**src/rtl/axil_read_queue_if.sv**
```systemverilog
// ---------------------------------------------------------------------------
// axil_read_queue_if
//   Bundles the configuration-side request/response signals and the
//   AXI4-Lite AR/R channel signals of axil_read_queue.
//
//   Parameters
//     ADDR_W : address width
//     DATA_W : data width (32 or 64)
//
//   Modports
//     master : the read-queue side (drives AR/R master signals and the
//              configuration-side response outputs)
//     slave  : the environment side (configuration requester plus the
//              AXI4-Lite slave / interconnect)
// ---------------------------------------------------------------------------
interface axil_read_queue_if #(
    parameter int ADDR_W = 32,
    parameter int DATA_W = 32
);
    // Configuration (request) side
    logic              s_axi_cfg_rvalid;
    logic [ADDR_W-1:0] s_axi_cfg_raddr;
    logic              s_axi_cfg_rready;
    logic [DATA_W-1:0] s_axi_cfg_rdata;
    logic [1:0]        s_axi_cfg_rresp;
    logic              s_axi_cfg_rdv;
    logic              s_axi_cfg_rerr;
    logic              s_axi_cfg_busy;

    // AXI4-Lite read address / read data channels
    logic [ADDR_W-1:0] s_axi_araddr;
    logic [2:0]        s_axi_arprot;
    logic              s_axi_arvalid;
    logic              s_axi_arready;
    logic              s_axi_rvalid;
    logic [DATA_W-1:0] s_axi_rdata;
    logic [1:0]        s_axi_rresp;
    logic              s_axi_rready;

    modport master (
        input  s_axi_cfg_rvalid, s_axi_cfg_raddr,
        output s_axi_cfg_rready, s_axi_cfg_rdata, s_axi_cfg_rresp,
        output s_axi_cfg_rdv, s_axi_cfg_rerr, s_axi_cfg_busy,
        output s_axi_araddr, s_axi_arprot, s_axi_arvalid,
        input  s_axi_arready,
        input  s_axi_rvalid, s_axi_rdata, s_axi_rresp,
        output s_axi_rready
    );

    modport slave (
        output s_axi_cfg_rvalid, s_axi_cfg_raddr,
        input  s_axi_cfg_rready, s_axi_cfg_rdata, s_axi_cfg_rresp,
        input  s_axi_cfg_rdv, s_axi_cfg_rerr, s_axi_cfg_busy,
        input  s_axi_araddr, s_axi_arprot, s_axi_arvalid,
        output s_axi_arready,
        output s_axi_rvalid, s_axi_rdata, s_axi_rresp,
        input  s_axi_rready
    );
endinterface

```
**src/rtl/axil_read_queue.sv**
```systemverilog
// ---------------------------------------------------------------------------
// axil_read_queue
//   AXI4-Lite read master fed by a request FIFO. Byte addresses pushed on the
//   configuration side are queued, issued one at a time on AR/R (data-width
//   aligned), and the returned data plus RRESP are reported back with a
//   one-cycle strobe. Responses come back in request order.
//
//   Parameters
//     ADDR_W      : address width (>= 12)
//     DATA_W      : data width, 32 or 64
//     FIFO_DEPTH  : request queue depth, power of 2, >= 2
//     TIMEOUT_CYC : watchdog limit in cycles (>= 4), watchdog build only
//
//   Ports
//     s_axi_aclk   : sole clock, rising edge
//     s_axi_areset : synchronous active-high reset
//     bus          : axil_read_queue_if.master
//                    cfg side : rvalid/raddr in, rready/rdata/rresp/rdv/
//                               rerr/busy out
//                    AXI side : araddr/arprot/arvalid/rready out,
//                               arready/rvalid/rdata/rresp in
//
//   Build option
//     AXIL_READ_QUEUE_TIMEOUT_EN : adds a per-phase watchdog. A stalled AR or
//     R phase is abandoned after TIMEOUT_CYC cycles with an error strobe
//     (rresp = 2'b10, rdata = 0) and the block parks in FAULT until reset.
// ---------------------------------------------------------------------------
module axil_read_queue #(
    parameter int ADDR_W      = 32,
    parameter int DATA_W      = 32,
    parameter int FIFO_DEPTH  = 4,
    parameter int TIMEOUT_CYC = 1024
) (
    input logic                s_axi_aclk,
    input logic                s_axi_areset,
    axil_read_queue_if.master  bus
);

    localparam int PTR_W = $clog2(FIFO_DEPTH);
    // Clears the byte-offset bits below the data-bus width.
    localparam logic [ADDR_W-1:0] ALIGN_MASK = ~ADDR_W'(DATA_W / 8 - 1);

    typedef enum logic [1:0] {
        ST_IDLE,
        ST_ADDR,
        ST_DATA
`ifdef AXIL_READ_QUEUE_TIMEOUT_EN
        , ST_FAULT
`endif
    } state_t;

    state_t state;
    state_t state_next;

    // ------------------------------------------------------------------
    // Request FIFO: pointers carry one extra wrap bit for full/empty.
    // ------------------------------------------------------------------
    logic [ADDR_W-1:0] mem [FIFO_DEPTH];
    logic [PTR_W:0]    wr_ptr;
    logic [PTR_W:0]    rd_ptr;
    logic              empty;
    logic              full;
    logic              push;
    logic              pop;
    logic              cfg_ready;

    assign empty = (wr_ptr == rd_ptr);
    assign full  = (wr_ptr[PTR_W] != rd_ptr[PTR_W]) &&
                   (wr_ptr[PTR_W-1:0] == rd_ptr[PTR_W-1:0]);

    // Ready depends only on the registered fill level, never on a pop in
    // the same cycle, so it carries no combinational path from the FSM.
`ifdef AXIL_READ_QUEUE_TIMEOUT_EN
    assign cfg_ready = !full && (state != ST_FAULT);
`else
    assign cfg_ready = !full;
`endif
    assign push = bus.s_axi_cfg_rvalid && cfg_ready;

    always_ff @(posedge s_axi_aclk) begin
        if (push) begin
            mem[wr_ptr[PTR_W-1:0]] <= bus.s_axi_cfg_raddr;
        end
    end

    always_ff @(posedge s_axi_aclk) begin
        if (s_axi_areset) begin
            wr_ptr <= '0;
            rd_ptr <= '0;
        end else begin
            if (push) begin
                wr_ptr <= wr_ptr + (PTR_W + 1)'(1);
            end
            if (pop) begin
                rd_ptr <= rd_ptr + (PTR_W + 1)'(1);
            end
        end
    end

    // ------------------------------------------------------------------
    // Registered AXI and response outputs
    // ------------------------------------------------------------------
    logic [ADDR_W-1:0] araddr_q;
    logic              arvalid_q;
    logic              rready_q;
    logic [DATA_W-1:0] rdata_q;
    logic [1:0]        rresp_q;
    logic              rdv_q;
    logic              rerr_q;

    logic              ar_done;
    logic              r_done;

`ifdef AXIL_READ_QUEUE_TIMEOUT_EN
    localparam int CNT_W = $clog2(TIMEOUT_CYC);

    logic [CNT_W-1:0] wd_cnt;
    logic             wd_expired;
    logic             timeout;

    assign wd_expired = (wd_cnt == CNT_W'(TIMEOUT_CYC - 1));

    // Restarts on every state change, so ADDR and DATA are timed
    // independently from their own entry.
    always_ff @(posedge s_axi_aclk) begin
        if (s_axi_areset) begin
            wd_cnt <= '0;
        end else if (state_next != state) begin
            wd_cnt <= '0;
        end else if (state == ST_ADDR || state == ST_DATA) begin
            wd_cnt <= wd_cnt + CNT_W'(1);
        end
    end
`endif

    // ------------------------------------------------------------------
    // FSM: state register
    // ------------------------------------------------------------------
    always_ff @(posedge s_axi_aclk) begin
        if (s_axi_areset) begin
            state <= ST_IDLE;
        end else begin
            state <= state_next;
        end
    end

    // ------------------------------------------------------------------
    // FSM: next state and phase events
    // ------------------------------------------------------------------
    always_comb begin
        state_next = state;
        pop        = 1'b0;
        ar_done    = 1'b0;
        r_done     = 1'b0;
`ifdef AXIL_READ_QUEUE_TIMEOUT_EN
        timeout    = 1'b0;
`endif
        case (state)
            ST_IDLE: begin
                if (!empty) begin
                    pop        = 1'b1;
                    state_next = ST_ADDR;
                end
            end
            ST_ADDR: begin
                if (arvalid_q && bus.s_axi_arready) begin
                    ar_done    = 1'b1;
                    state_next = ST_DATA;
                end
`ifdef AXIL_READ_QUEUE_TIMEOUT_EN
                else if (wd_expired) begin
                    timeout    = 1'b1;
                    state_next = ST_FAULT;
                end
`endif
            end
            ST_DATA: begin
                if (rready_q && bus.s_axi_rvalid) begin
                    r_done     = 1'b1;
                    state_next = ST_IDLE;
                end
`ifdef AXIL_READ_QUEUE_TIMEOUT_EN
                else if (wd_expired) begin
                    timeout    = 1'b1;
                    state_next = ST_FAULT;
                end
`endif
            end
`ifdef AXIL_READ_QUEUE_TIMEOUT_EN
            ST_FAULT: begin
                state_next = ST_FAULT;
            end
`endif
            default: begin
                state_next = ST_IDLE;
            end
        endcase
    end

    // ------------------------------------------------------------------
    // Output registers driven by the phase events
    // ------------------------------------------------------------------
    always_ff @(posedge s_axi_aclk) begin
        if (s_axi_areset) begin
            araddr_q  <= '0;
            arvalid_q <= 1'b0;
            rready_q  <= 1'b0;
            rdata_q   <= '0;
            rresp_q   <= '0;
            rdv_q     <= 1'b0;
            rerr_q    <= 1'b0;
        end else begin
            rdv_q  <= 1'b0;
            rerr_q <= 1'b0;
            if (pop) begin
                araddr_q  <= mem[rd_ptr[PTR_W-1:0]] & ALIGN_MASK;
                arvalid_q <= 1'b1;
            end
            if (ar_done) begin
                arvalid_q <= 1'b0;
                rready_q  <= 1'b1;
            end
            if (r_done) begin
                rready_q <= 1'b0;
                rdata_q  <= bus.s_axi_rdata;
                rresp_q  <= bus.s_axi_rresp;
                rdv_q    <= 1'b1;
                rerr_q   <= (bus.s_axi_rresp != 2'b00);
            end
`ifdef AXIL_READ_QUEUE_TIMEOUT_EN
            if (timeout) begin
                arvalid_q <= 1'b0;
                rready_q  <= 1'b0;
                rdata_q   <= '0;
                rresp_q   <= 2'b10;
                rdv_q     <= 1'b1;
                rerr_q    <= 1'b1;
            end
`endif
        end
    end

    // ------------------------------------------------------------------
    // Port drive
    // ------------------------------------------------------------------
    assign bus.s_axi_cfg_rready = cfg_ready;
    assign bus.s_axi_cfg_rdata  = rdata_q;
    assign bus.s_axi_cfg_rresp  = rresp_q;
    assign bus.s_axi_cfg_rdv    = rdv_q;
    assign bus.s_axi_cfg_rerr   = rerr_q;
    // The FSM is back in IDLE during the response strobe; busy is held
    // through that cycle so it only falls once the result is delivered.
    assign bus.s_axi_cfg_busy   = (state != ST_IDLE) || !empty || rdv_q;

    assign bus.s_axi_araddr     = araddr_q;
    assign bus.s_axi_arprot     = 3'b000;
    assign bus.s_axi_arvalid    = arvalid_q;
    assign bus.s_axi_rready     = rready_q;

endmodule

```
**src/flat_wrapper.sv**
```systemverilog
// flat-port wrapper written by rule: the top's interface ports become plain ports
module axil_read_queue_flat 
#(
    parameter int ADDR_W      = 32,
    parameter int DATA_W      = 32,
    parameter int FIFO_DEPTH  = 4,
    parameter int TIMEOUT_CYC = 1024
)
  (s_axi_aclk, s_axi_areset, bus_s_axi_cfg_rvalid, bus_s_axi_cfg_raddr, bus_s_axi_cfg_rready, bus_s_axi_cfg_rdata, bus_s_axi_cfg_rresp, bus_s_axi_cfg_rdv, bus_s_axi_cfg_rerr, bus_s_axi_cfg_busy, bus_s_axi_araddr, bus_s_axi_arprot, bus_s_axi_arvalid, bus_s_axi_arready, bus_s_axi_rvalid, bus_s_axi_rdata, bus_s_axi_rresp, bus_s_axi_rready);
  axil_read_queue_if #(.ADDR_W(ADDR_W), .DATA_W(DATA_W)) bus_i ();
  input logic s_axi_aclk;
  input logic s_axi_areset;
  input wire logic [$bits(bus_i.s_axi_cfg_rvalid)-1:0] bus_s_axi_cfg_rvalid;
  input wire logic [$bits(bus_i.s_axi_cfg_raddr)-1:0] bus_s_axi_cfg_raddr;
  output wire logic [$bits(bus_i.s_axi_cfg_rready)-1:0] bus_s_axi_cfg_rready;
  output wire logic [$bits(bus_i.s_axi_cfg_rdata)-1:0] bus_s_axi_cfg_rdata;
  output wire logic [$bits(bus_i.s_axi_cfg_rresp)-1:0] bus_s_axi_cfg_rresp;
  output wire logic [$bits(bus_i.s_axi_cfg_rdv)-1:0] bus_s_axi_cfg_rdv;
  output wire logic [$bits(bus_i.s_axi_cfg_rerr)-1:0] bus_s_axi_cfg_rerr;
  output wire logic [$bits(bus_i.s_axi_cfg_busy)-1:0] bus_s_axi_cfg_busy;
  output wire logic [$bits(bus_i.s_axi_araddr)-1:0] bus_s_axi_araddr;
  output wire logic [$bits(bus_i.s_axi_arprot)-1:0] bus_s_axi_arprot;
  output wire logic [$bits(bus_i.s_axi_arvalid)-1:0] bus_s_axi_arvalid;
  input wire logic [$bits(bus_i.s_axi_arready)-1:0] bus_s_axi_arready;
  input wire logic [$bits(bus_i.s_axi_rvalid)-1:0] bus_s_axi_rvalid;
  input wire logic [$bits(bus_i.s_axi_rdata)-1:0] bus_s_axi_rdata;
  input wire logic [$bits(bus_i.s_axi_rresp)-1:0] bus_s_axi_rresp;
  output wire logic [$bits(bus_i.s_axi_rready)-1:0] bus_s_axi_rready;
  assign bus_i.s_axi_cfg_rvalid = bus_s_axi_cfg_rvalid;
  assign bus_i.s_axi_cfg_raddr = bus_s_axi_cfg_raddr;
  assign bus_s_axi_cfg_rready = bus_i.s_axi_cfg_rready;
  assign bus_s_axi_cfg_rdata = bus_i.s_axi_cfg_rdata;
  assign bus_s_axi_cfg_rresp = bus_i.s_axi_cfg_rresp;
  assign bus_s_axi_cfg_rdv = bus_i.s_axi_cfg_rdv;
  assign bus_s_axi_cfg_rerr = bus_i.s_axi_cfg_rerr;
  assign bus_s_axi_cfg_busy = bus_i.s_axi_cfg_busy;
  assign bus_s_axi_araddr = bus_i.s_axi_araddr;
  assign bus_s_axi_arprot = bus_i.s_axi_arprot;
  assign bus_s_axi_arvalid = bus_i.s_axi_arvalid;
  assign bus_i.s_axi_arready = bus_s_axi_arready;
  assign bus_i.s_axi_rvalid = bus_s_axi_rvalid;
  assign bus_i.s_axi_rdata = bus_s_axi_rdata;
  assign bus_i.s_axi_rresp = bus_s_axi_rresp;
  assign bus_s_axi_rready = bus_i.s_axi_rready;
  axil_read_queue #(.ADDR_W(ADDR_W), .DATA_W(DATA_W), .FIFO_DEPTH(FIFO_DEPTH), .TIMEOUT_CYC(TIMEOUT_CYC)) u_core (.s_axi_aclk(s_axi_aclk), .s_axi_areset(s_axi_areset), .bus(bus_i));
endmodule
```
**config.mk**
```make
export PLATFORM = sky130hd
export DESIGN_NAME = axil_read_queue_flat
export DESIGN_NICKNAME = d
export VERILOG_FILES = /design/src/rtl/axil_read_queue_if.sv /design/src/rtl/axil_read_queue.sv /design/src/flat_wrapper.sv
export SDC_FILE = /design/constraint.sdc
export NUM_CORES = 1
export LEC_CHECK = 0
export BUFFER_PORTS_ARGS = -buffer_cell sky130_fd_sc_hd__buf_4
export CORE_MARGIN = 5
export CORE_UTILIZATION = 54
export CTS_CLUSTER_DIAMETER = 30
export DETAILED_ROUTE_END_ITERATION = 16
export PLACE_DENSITY_LB_ADDON = 0.15
export RECOVER_POWER = 25
export SKIP_CTS_REPAIR_TIMING = 1
export SYNTH_ARGS = -nofsm -noshare
export SYNTH_HDL_FRONTEND = slang
export SYNTH_SLANG_ARGS = --single-unit
```
**constraint.sdc**
```tcl
create_clock -name s_axi_aclk -period 2.6 [get_ports s_axi_aclk]
set_input_delay 0.52 -clock s_axi_aclk [delete_from_list [all_inputs] [get_ports s_axi_aclk]]
set_output_delay 0.52 -clock s_axi_aclk [all_outputs]
set_load 0.02 [all_outputs]
```
==> results of run 1 <==
==> layout make-up <==
class                      instances  area [µm²]  area share, %
sequential                       196        5130           56.1
multi-input combinational        216        2020           22.1
timing repair buffer             154        1090           12.0
clock buffer                      20         457           5.00
tap                              176         220           2.41
clock inverter                    12         201           2.20
inverter                           6        22.5          0.247
==> synthesized netlist by cell type (all sizes together) <==
cell type,count
mux2,2
xor2,3
and2,4
mux2i,32
nor3,1
ha,5
mux4,30
nor4b,1
edfxtp,120
nor3b,1
nor2b,2
nand3,3
nand2,66
a21boi,2
nor4bb,1
nor2,4
a211o,2
o311ai,3
a31oi,1
a21oi,3
or4,1
a22o,34
conb,1
clkbuf,9
buf,22
xnor2,3
inv,6
nand4b,1
o21a,1
dfxtp,76
o31a,2
o31ai,2
o41ai,1
==> power groups by stage <==
stage / Sequential, mW / Combinational [mW] / Clock (mW)
floorplan: 4.21 / 1.36 / 0
global placement: 3.96 / 2.34 / 0
detailed placement: 3.98 / 2.38 / 0
CTS: 3.92 / 2.39 / 2.90
global route: 3.96 / 2.51 / 3.05
finish: 3.91 / 2.33 / 2.84
==> cells by family (layout without fill, tap and decap cells) <==
kind of cell / after synthesis / count (layout) / synth area share [%]
compound gates: 51 / 51 / 6.23
fa+ha+maj: 5 / 5 / 0.850
buf+inv: 37 / 192 / 3.20
flops: 196 / 196 / 69.7
simple gates: 85 / 85 / 5.19
xor+xnor: 6 / 6 / 0.919
mux: 64 / 64 / 13.9
other cells: 1 / 5 / 0.0510
==> critical path, cell delays in order, from the launching register on <==
cell and delay, ns:
dfxtp_1 0.49, xnor2_1 0.18, nand3_1 0.13, or4_1 0.40
buf_4 0.17
==> state kept, by name, summed over array words and instances (netlist names) <==
name,flops
u_core.bus.s_axi_araddr,30
u_core.bus.s_axi_arvalid,1
u_core.bus.s_axi_cfg_rdata,32
u_core.bus.s_axi_cfg_rdv,1
u_core.bus.s_axi_cfg_rerr,1
u_core.bus.s_axi_cfg_rresp,2
u_core.bus.s_axi_rready,1
u_core.mem,120
u_core.rd_ptr,3
u_core.state,2
u_core.wr_ptr,3
==> layer usage <==
metal,wire (µm),part of all wire (%)
met1,5890,41
met2,7240,51
met3,912,6.4
met4,195,1.4
met5,0,0
==> how the worst max path moves through the flow <==
stage / to / slack [ns]
floorplan: u_core.mem[0][10] / 0.45
global placement: u_core.mem[0][25] / 0.58
detailed placement: u_core.mem[0][16] / 0.54
CTS: bus_s_axi_cfg_busy / 0.26
global route: bus_s_axi_cfg_busy / 0.18
finish: bus_s_axi_cfg_busy / 0.29
==> metrics by stage <==
stage	cell area (µm²)	power [mW]	hold slack, ns
after floorplan	7370	5.58	0.492
after global placement	8580	6.30	0.445
after detailed placement	8580	6.36	0.455
after CTS	9240	9.21	0.275
after global routing	9140	9.51	0.293
final	9140	9.07	0.310
==> results.cfg, run 1 <==
[run_status]
status = complete, no violations

[global_route]
antenna_found_initial = 0
use_met1_pct = 23.6
grt_pass1_vias = 4335
gr-total-overflow = 0
grt-busiest-layer = met2
grt_pass1_wl_mm = 23.0
track_usage_pct = 18.6
grt_max_degree = 33
grt_use_met3_pct = 4.79
grt_use_met2_pct = 31.1

[min_path]
min_path_cells = 1
hold_start = bus_s_axi_cfg_raddr[6]
hp-class = in2reg
holdPathEnd = u_core.mem[2][6]

[cells_and_area]
layout-drive-gt1-share_pct = 33.6
final_util_pct = 68.7
fin_nets = 667
final_common_cell = buf_4
n_fill_cell = 951
final_cells = 780
n_antenna_cell = 0
area_growth_pct = 24.2
layout_common_cells = buf_4, edfxtp_1, dfxtp_1, nand2_1, a22o_1

[timing]
finalWorstPathRequiredPeriod_ns = 2.31
timing.final.ws_setup_ns = 0.290
setup_violations = 0
max_slew_margin_pct = 62.0
finalCritPeriodShare_pct = 88.8
hold_violations = 0
fin_tns_setup_ns = 0
fmax_mhz = 433
drv_slew = 0
finClkSkew_ns = 0.00904
rsz0062_at_grt = no
tightest_slew_ns = 0.570

[power]
p_switching_mw = 2.52
power.density_nw_per_um2 = 993
pwr-share-seq_pct = 43.1
ir_drop_uv = 666
power.share.clock_pct = 31.3
power_frac_comb_pct = 25.6
power.leakage_nw = 3.52
switching_share_pct = 27.7
internal_power_mw = 6.56

[yosys]
synthesis.area_um2 = 7360
yosys_warnings = 0
yosys.area.top_type = edfxtp_1
syn_inst = 445
ys_top_cells_by_area = edfxtp_1, dfxtp_1, mux4_2, mux2i_1, a22o_1
synth.top_cell.area_share_pct = 49.0
ys_ff_latch = 196
seq_area_frac_synth_pct = 69.7
synth.distinct_cells = 41
syn_area_per_cell_um2 = 16.5

[detailed_routing]
via_per_inst = 5.37
num_vias = 4185
first_iter_violations = 194
postRouteAntennaNets = 0
wire_per_inst_um = 18.2
drc = 0
wirelength_mm = 14.2
detail_route.first_pass.iterations = 4

[critical_path]
cp-start-kind = flip-flop
crit_required_ns = 2.08
critPathArrivalTime_ns = 1.79
crit_path_end_kind = output pin
r2r-start = u_core.wr_ptr[1]
critPathMaxFanout = 6
ff2ff_path_depth = 4
rrSetupSlack_ns = 0.55
worstSetupPathType = reg2out
r2r-end = u_core.mem[0][9]
crit_start = u_core.wr_ptr[1]

[clocking]
tritoncts = yes
htree_num_levels = 4
clk_path_buf_depth = 2
clock_latency_ns = 0.42
cts.clk_slew.worst_paths_ns = 0.07
cts_buffers = 17
cts_root_buf = clkbuf_16
clock-sinks = 196

[placement]
preCtsSetupSlack_ns = 0.539
dp_hpwl_mm = 9.34
numPortBuffers = 138
gp_congestion = 0.860
dp.cells = 748

[floorplan]
die_h_um = 127
die_x_um = 127
die_area_um2 = 16100
rows = 42
start_util_pct = 55.3
core_um2 = 13300
io_pins = 146

[run]
cap_violations = 0
(Power assumes the default switching activity.)
==> inputs of run 2 (changes only) <==
--- a/config.mk
+++ b/config.mk
@@ -11,7 +11,7 @@
 export CTS_CLUSTER_DIAMETER = 30
 export DETAILED_ROUTE_END_ITERATION = 16
 export PLACE_DENSITY_LB_ADDON = 0.15
-export RECOVER_POWER = 25
+export RECOVER_POWER = 50
 export SKIP_CTS_REPAIR_TIMING = 1
 export SYNTH_ARGS = -nofsm -noshare
 export SYNTH_HDL_FRONTEND = slang
==> run 2 against run 1 <==
Power down 2.0%. Sequential power about the same. Fmax up 0.25%. Critical path depth unchanged. Worst setup slack better by 0.0057 ns. First-iteration DRC count up 10%. Core utilization down 2.1 points. Routed wire length up 0.78%. Combinational power down 7%. Clock power about the same. Die area unchanged.
==> results.cfg, run 2 (synthesized netlist as in run 1, its figures left out) <==
[run_status]
status = complete, no violations

[clocking]
clock_latency_ns = 0.42
clk_path_buf_depth = 2
htree_num_levels = 4
clock-sinks = 196
tritoncts = yes
cts_root_buf = clkbuf_16
cts_buffers = 17
cts.clk_slew.worst_paths_ns = 0.06

[critical_path]
critPathSlowestCell = dfxtp_1
path_depth = 4
crit_required_ns = 2.08
r2r-start = u_core.wr_ptr[1]
rrSetupSlack_ns = 0.41
cp_num_buf_inv = 1
r2r-end = u_core.mem[0][21]
worstSetupPathType = reg2out
critPathMaxFanout = 6
ff2ff_path_depth = 4
crit_path_end_kind = output pin
cp_top_family = simple AND/OR/NAND/NOR gates
crit_start = u_core.wr_ptr[0]
critPathArrivalTime_ns = 1.78
critPathCapture = bus_s_axi_cfg_busy
cp-start-kind = flip-flop
crit_chain = xnor2_1, nand3_1, or4_1, buf_4
slowest_delay_ns = 0.48

[cells_and_area]
layout-drive-gt1-share_pct = 22.4
largest_reg_flops = 120
n_fill_cell = 1017
final_cells = 780
fin_nets = 667
final_common_cell = edfxtp_1
seqCellArea_um2 = 5130
area_growth_pct = 20.4
layout_common_cells = edfxtp_1, clkbuf_1, dfxtp_1, nand2_1, buf_4
stdcell_area_um2 = 8850
n_antenna_cell = 0
multi_input_area_um2 = 1970
final_util_pct = 66.6

[detailed_routing]
postRouteAntennaNets = 0
via_per_inst = 5.43
drc = 0
wire_per_inst_um = 18.4
detail_route.first_pass.iterations = 4
wirelength_mm = 14.3
num_vias = 4235
first_iter_violations = 214

[global_route]
grt_pass1_vias = 4335
gr-total-overflow = 0
grt_pass1_wl_mm = 23.0
antenna_found_initial = 0
grt_max_degree = 33
track_usage_pct = 18.6

[timing]
drv_slew = 0
finClkSkew_ns = 0.00711
finalWorstPathRequiredPeriod_ns = 2.30
hold_violations = 0
fmax_mhz = 434
finalCritPeriodShare_pct = 88.6
rsz0062_at_grt = no
tightest_slew_ns = 0.992
timing.final.ws_setup_ns = 0.296
setup_violations = 0
max_slew_margin_pct = 33.8
fin_tns_setup_ns = 0

[floorplan]
die_h_um = 127
start_util_pct = 55.3
core_um2 = 13300
die_x_um = 127
io_pins = 146
rows = 42
die_area_um2 = 16100

[min_path]
hp-class = in2reg

[power]
power.density_nw_per_um2 = 1000
power.leakage_nw = 3.24
ir_drop_uv = 662

[placement]
dp_hpwl_mm = 9.34
numPortBuffers = 138
dp.cells = 748
gp_congestion = 0.860
dpl_cell_area_um2 = 8580
preCtsSetupSlack_ns = 0.539

[run]
cap_violations = 0
[run 2: worst min-delay path by stage]
| stage | startpoint | endpoint | slack, ns | cells past startpoint |
|---|---|---|---|---|
| CTS | bus_s_axi_cfg_raddr[8] | u_core.mem[2][8] | 0.27 | 1 |
| global route | bus_s_axi_rdata[8] | u_core.bus.s_axi_cfg_rdata[8] | 0.30 | 2 |
| global placement | u_core.bus.s_axi_araddr[31] | u_core.bus.s_axi_araddr[31] | 0.45 | 2 |
| floorplan | u_core.state[1] | u_core.state[0] | 0.49 | 1 |
| finish | bus_s_axi_rdata[30] | u_core.bus.s_axi_cfg_rdata[30] | 0.31 | 2 |
| detailed placement | u_core.bus.s_axi_araddr[4] | u_core.bus.s_axi_araddr[4] | 0.45 | 2 |
[run 2: final cells by class]
class | instances | area share, %
clock inverter | 12 | 2.27
sequential | 196 | 57.9
inverter | 6 | 0.254
clock buffer | 20 | 5.16
multi-input combinational | 216 | 22.3
timing repair buffer | 154 | 9.62
tap | 176 | 2.49
[run 2: per-layer routing]
metal | up-vias | share of wire, % | wire (µm) | global-route usage [%]
met4 | 0 | 1.3 | 193 | 6.56
met2 | 137 | 51 | 7270 | 31.1
met1 | 2109 | 42 | 6060 | 23.6
met5 | - | 0 | 0 | 0
li1 | 1975 | - | - | -
met3 | 14 | 5.7 | 821 | 4.79
[run 2: per-stage QoR]
step                      hold slack [ns]  power, mW
after floorplan                     0.492       5.58
after global placement              0.445       6.30
after detailed placement            0.455       6.36
after CTS                           0.275       9.21
after global routing                0.298       9.33
final                               0.314       8.89
[run 2: where the power goes]
part / internal, mW / switching [mW]
Sequential: 3.70 / 0.202
Clock: 1.76 / 1.07
Combinational: 0.928 / 1.23
Total: 6.39 / 2.50
==> inputs of run 3 (changes only) <==
==> constraint.sdc (replaced) <==
create_clock -name s_axi_aclk -period 2.6 [get_ports s_axi_aclk]
set_input_delay 0.65 -clock s_axi_aclk [delete_from_list [all_inputs] [get_ports s_axi_aclk]]
set_output_delay 0.65 -clock s_axi_aclk [all_outputs]
set_load 0.02 [all_outputs]
==> run 3 against run 2 <==
Cell count unchanged. Design area rose by 0.69%. Count of clock-buffer cells in the layout is 2 lower. Sequential power about the same. Register-to-register slack got worse by 0.03 ns. Global-route usage down 0.71 points. Critical path type unchanged. Critical endpoint unchanged. Combinational power rose by 5%. Critical path depth is the same. Clock skew decreased by 0.00082 ns. Fmax is 5.4% lower.
==> results.cfg, run 3 (synthesized netlist as in run 1, its figures left out) <==
[run_status]
status = complete, no violations

[critical_path]
slowest_delay_ns = 0.47
r2r-start = u_core.wr_ptr[0]
rrSetupSlack_ns = 0.38
critPathArrivalTime_ns = 1.79
cp_top_family = simple AND/OR/NAND/NOR gates
worstSetupPathType = reg2out
crit_path_end_kind = output pin
cp_num_buf_inv = 1
cp-start-kind = flip-flop
r2r-end = u_core.mem[1][11]
ff2ff_path_depth = 4
crit_chain = xnor2_1, nand3_1, or4_1, buf_4
critPathMaxFanout = 6
critPathSlowestCell = dfxtp_1
crit_required_ns = 1.95

[floorplan]
io_pins = 146
die_x_um = 127
rows = 42
die_h_um = 127
die_area_um2 = 16100
core_um2 = 13300
start_util_pct = 55.3

[global_route]
gr-total-overflow = 0
grt_pass1_wl_mm = 22.4
grt_max_degree = 37
grt_pass1_vias = 4306
antenna_found_initial = 0
track_usage_pct = 17.9

[detailed_routing]
first_iter_violations = 179
via_per_inst = 5.40
wire_per_inst_um = 18.1
postRouteAntennaNets = 0
wirelength_mm = 14.1
drc = 0
num_vias = 4212
detail_route.first_pass.iterations = 4

[power]
p_switching_mw = 2.53
ir_drop_uv = 631
power.leakage_nw = 3.35
switching_share_pct = 29.2
power_frac_comb_pct = 26.1
internal_power_mw = 6.14
power.density_nw_per_um2 = 972
power.share.clock_pct = 28.8
pwr-share-seq_pct = 45.0

[clocking]
htree_num_levels = 4
cts_root_buf = clkbuf_16
cts.clk_slew.worst_paths_ns = 0.07
cts_buffers = 17
clk_path_buf_depth = 2
clock_latency_ns = 0.42
clock-sinks = 196
tritoncts = yes

[timing]
fin_tns_setup_ns = 0
tightest_slew_ns = 0.704
drv_slew = 0
finalWorstPathRequiredPeriod_ns = 2.44
hold_violations = 0
rsz0062_at_grt = no
timing.final.ws_setup_ns = 0.164
setup_violations = 0
max_slew_margin_pct = 53.1
fmax_mhz = 411
finalCritPeriodShare_pct = 93.7
finClkSkew_ns = 0.00629

[placement]
numPortBuffers = 138
gp_congestion = 0.830
preCtsSetupSlack_ns = 0.523
dp_hpwl_mm = 9.18

[cells_and_area]
final_common_cell = edfxtp_1
area_growth_pct = 21.2
largest_reg_flops = 120
layout-drive-gt1-share_pct = 28.1
layout_common_cells = edfxtp_1, buf_4, dfxtp_1, nand2_1, clkbuf_1
fin_nets = 667
n_antenna_cell = 0

[run]
cap_violations = 0

[min_path]
holdPathEnd = u_core.bus.s_axi_cfg_rerr
hp-class = in2reg
min_path_cells = 2
hold_start = bus_s_axi_rresp[0]
[run 3: changes by cell type in the layout (fill, tap and decap cells not counted), moves of 2 or more]
cell       before  now
clkbuf_1       92   57
clkbuf_2        0    2
clkinv_2        0    3
bufinv_16       5    2
clkbuf_8        2    0
buf_4          60   92
[run 3: worst max-delay path by stage]
stage	from	end	cells past startpoint
final	u_core.wr_ptr[1]	bus_s_axi_cfg_busy	4
after CTS	u_core.wr_ptr[1]	bus_s_axi_cfg_busy	4
after floorplan	u_core.rd_ptr[0]	u_core.mem[0][10]	4
after global placement	u_core.wr_ptr[1]	u_core.mem[1][11]	4
after global routing	u_core.wr_ptr[1]	bus_s_axi_cfg_busy	4
after detailed placement	u_core.wr_ptr[1]	u_core.mem[1][11]	4
[run 3: cell type report]
type / instances / area (µm²)
clock buffers: 18 / 429
clock inverters: 14 / 136
fillers: 974 / 4380
inverters: 6 / 22.5
multi-input cells: 216 / 1990
flip-flops and latches: 196 / 5130
well taps: 176 / 220
repair buffers: 154 / 991
[run 3: power groups by stage]
stage	clock network, mW	registers, mW	logic (mW)
after global placement	0	3.96	2.35
after floorplan	0	4.21	1.36
after global routing	2.68	3.95	2.45
final	2.50	3.90	2.27
after detailed placement	0	3.98	2.39
after CTS	2.54	3.91	2.40
[run 3: per-stage QoR]
stage / util, % / cell area (µm²) / hold slack (ns) / power (mW) / instances
after floorplan: - / 7370 / 0.492 / 5.58 / 449
after global placement: 64.6 / 8590 / 0.444 / 6.31 / 748
after detailed placement: 64.6 / 8590 / 0.458 / 6.38 / 748
after CTS: 68.9 / 9160 / 0.406 / 8.85 / 780
after global routing: 67.1 / 8920 / 0.420 / 9.08 / 780
final: 67.1 / 8920 / 0.436 / 8.67 / 780
[run 3: routing by layer]
layer / wire length, µm / part of all wire, % / vias up / track usage (%)
li1: - / - / 1969 / -
met4: 183 / 1.3 / 0 / 6.06
met3: 890 / 6.3 / 15 / 4.92
met2: 6760 / 48 / 133 / 29.3
met1: 6260 / 44 / 2095 / 23.1
met5: 0 / 0 / - / 0
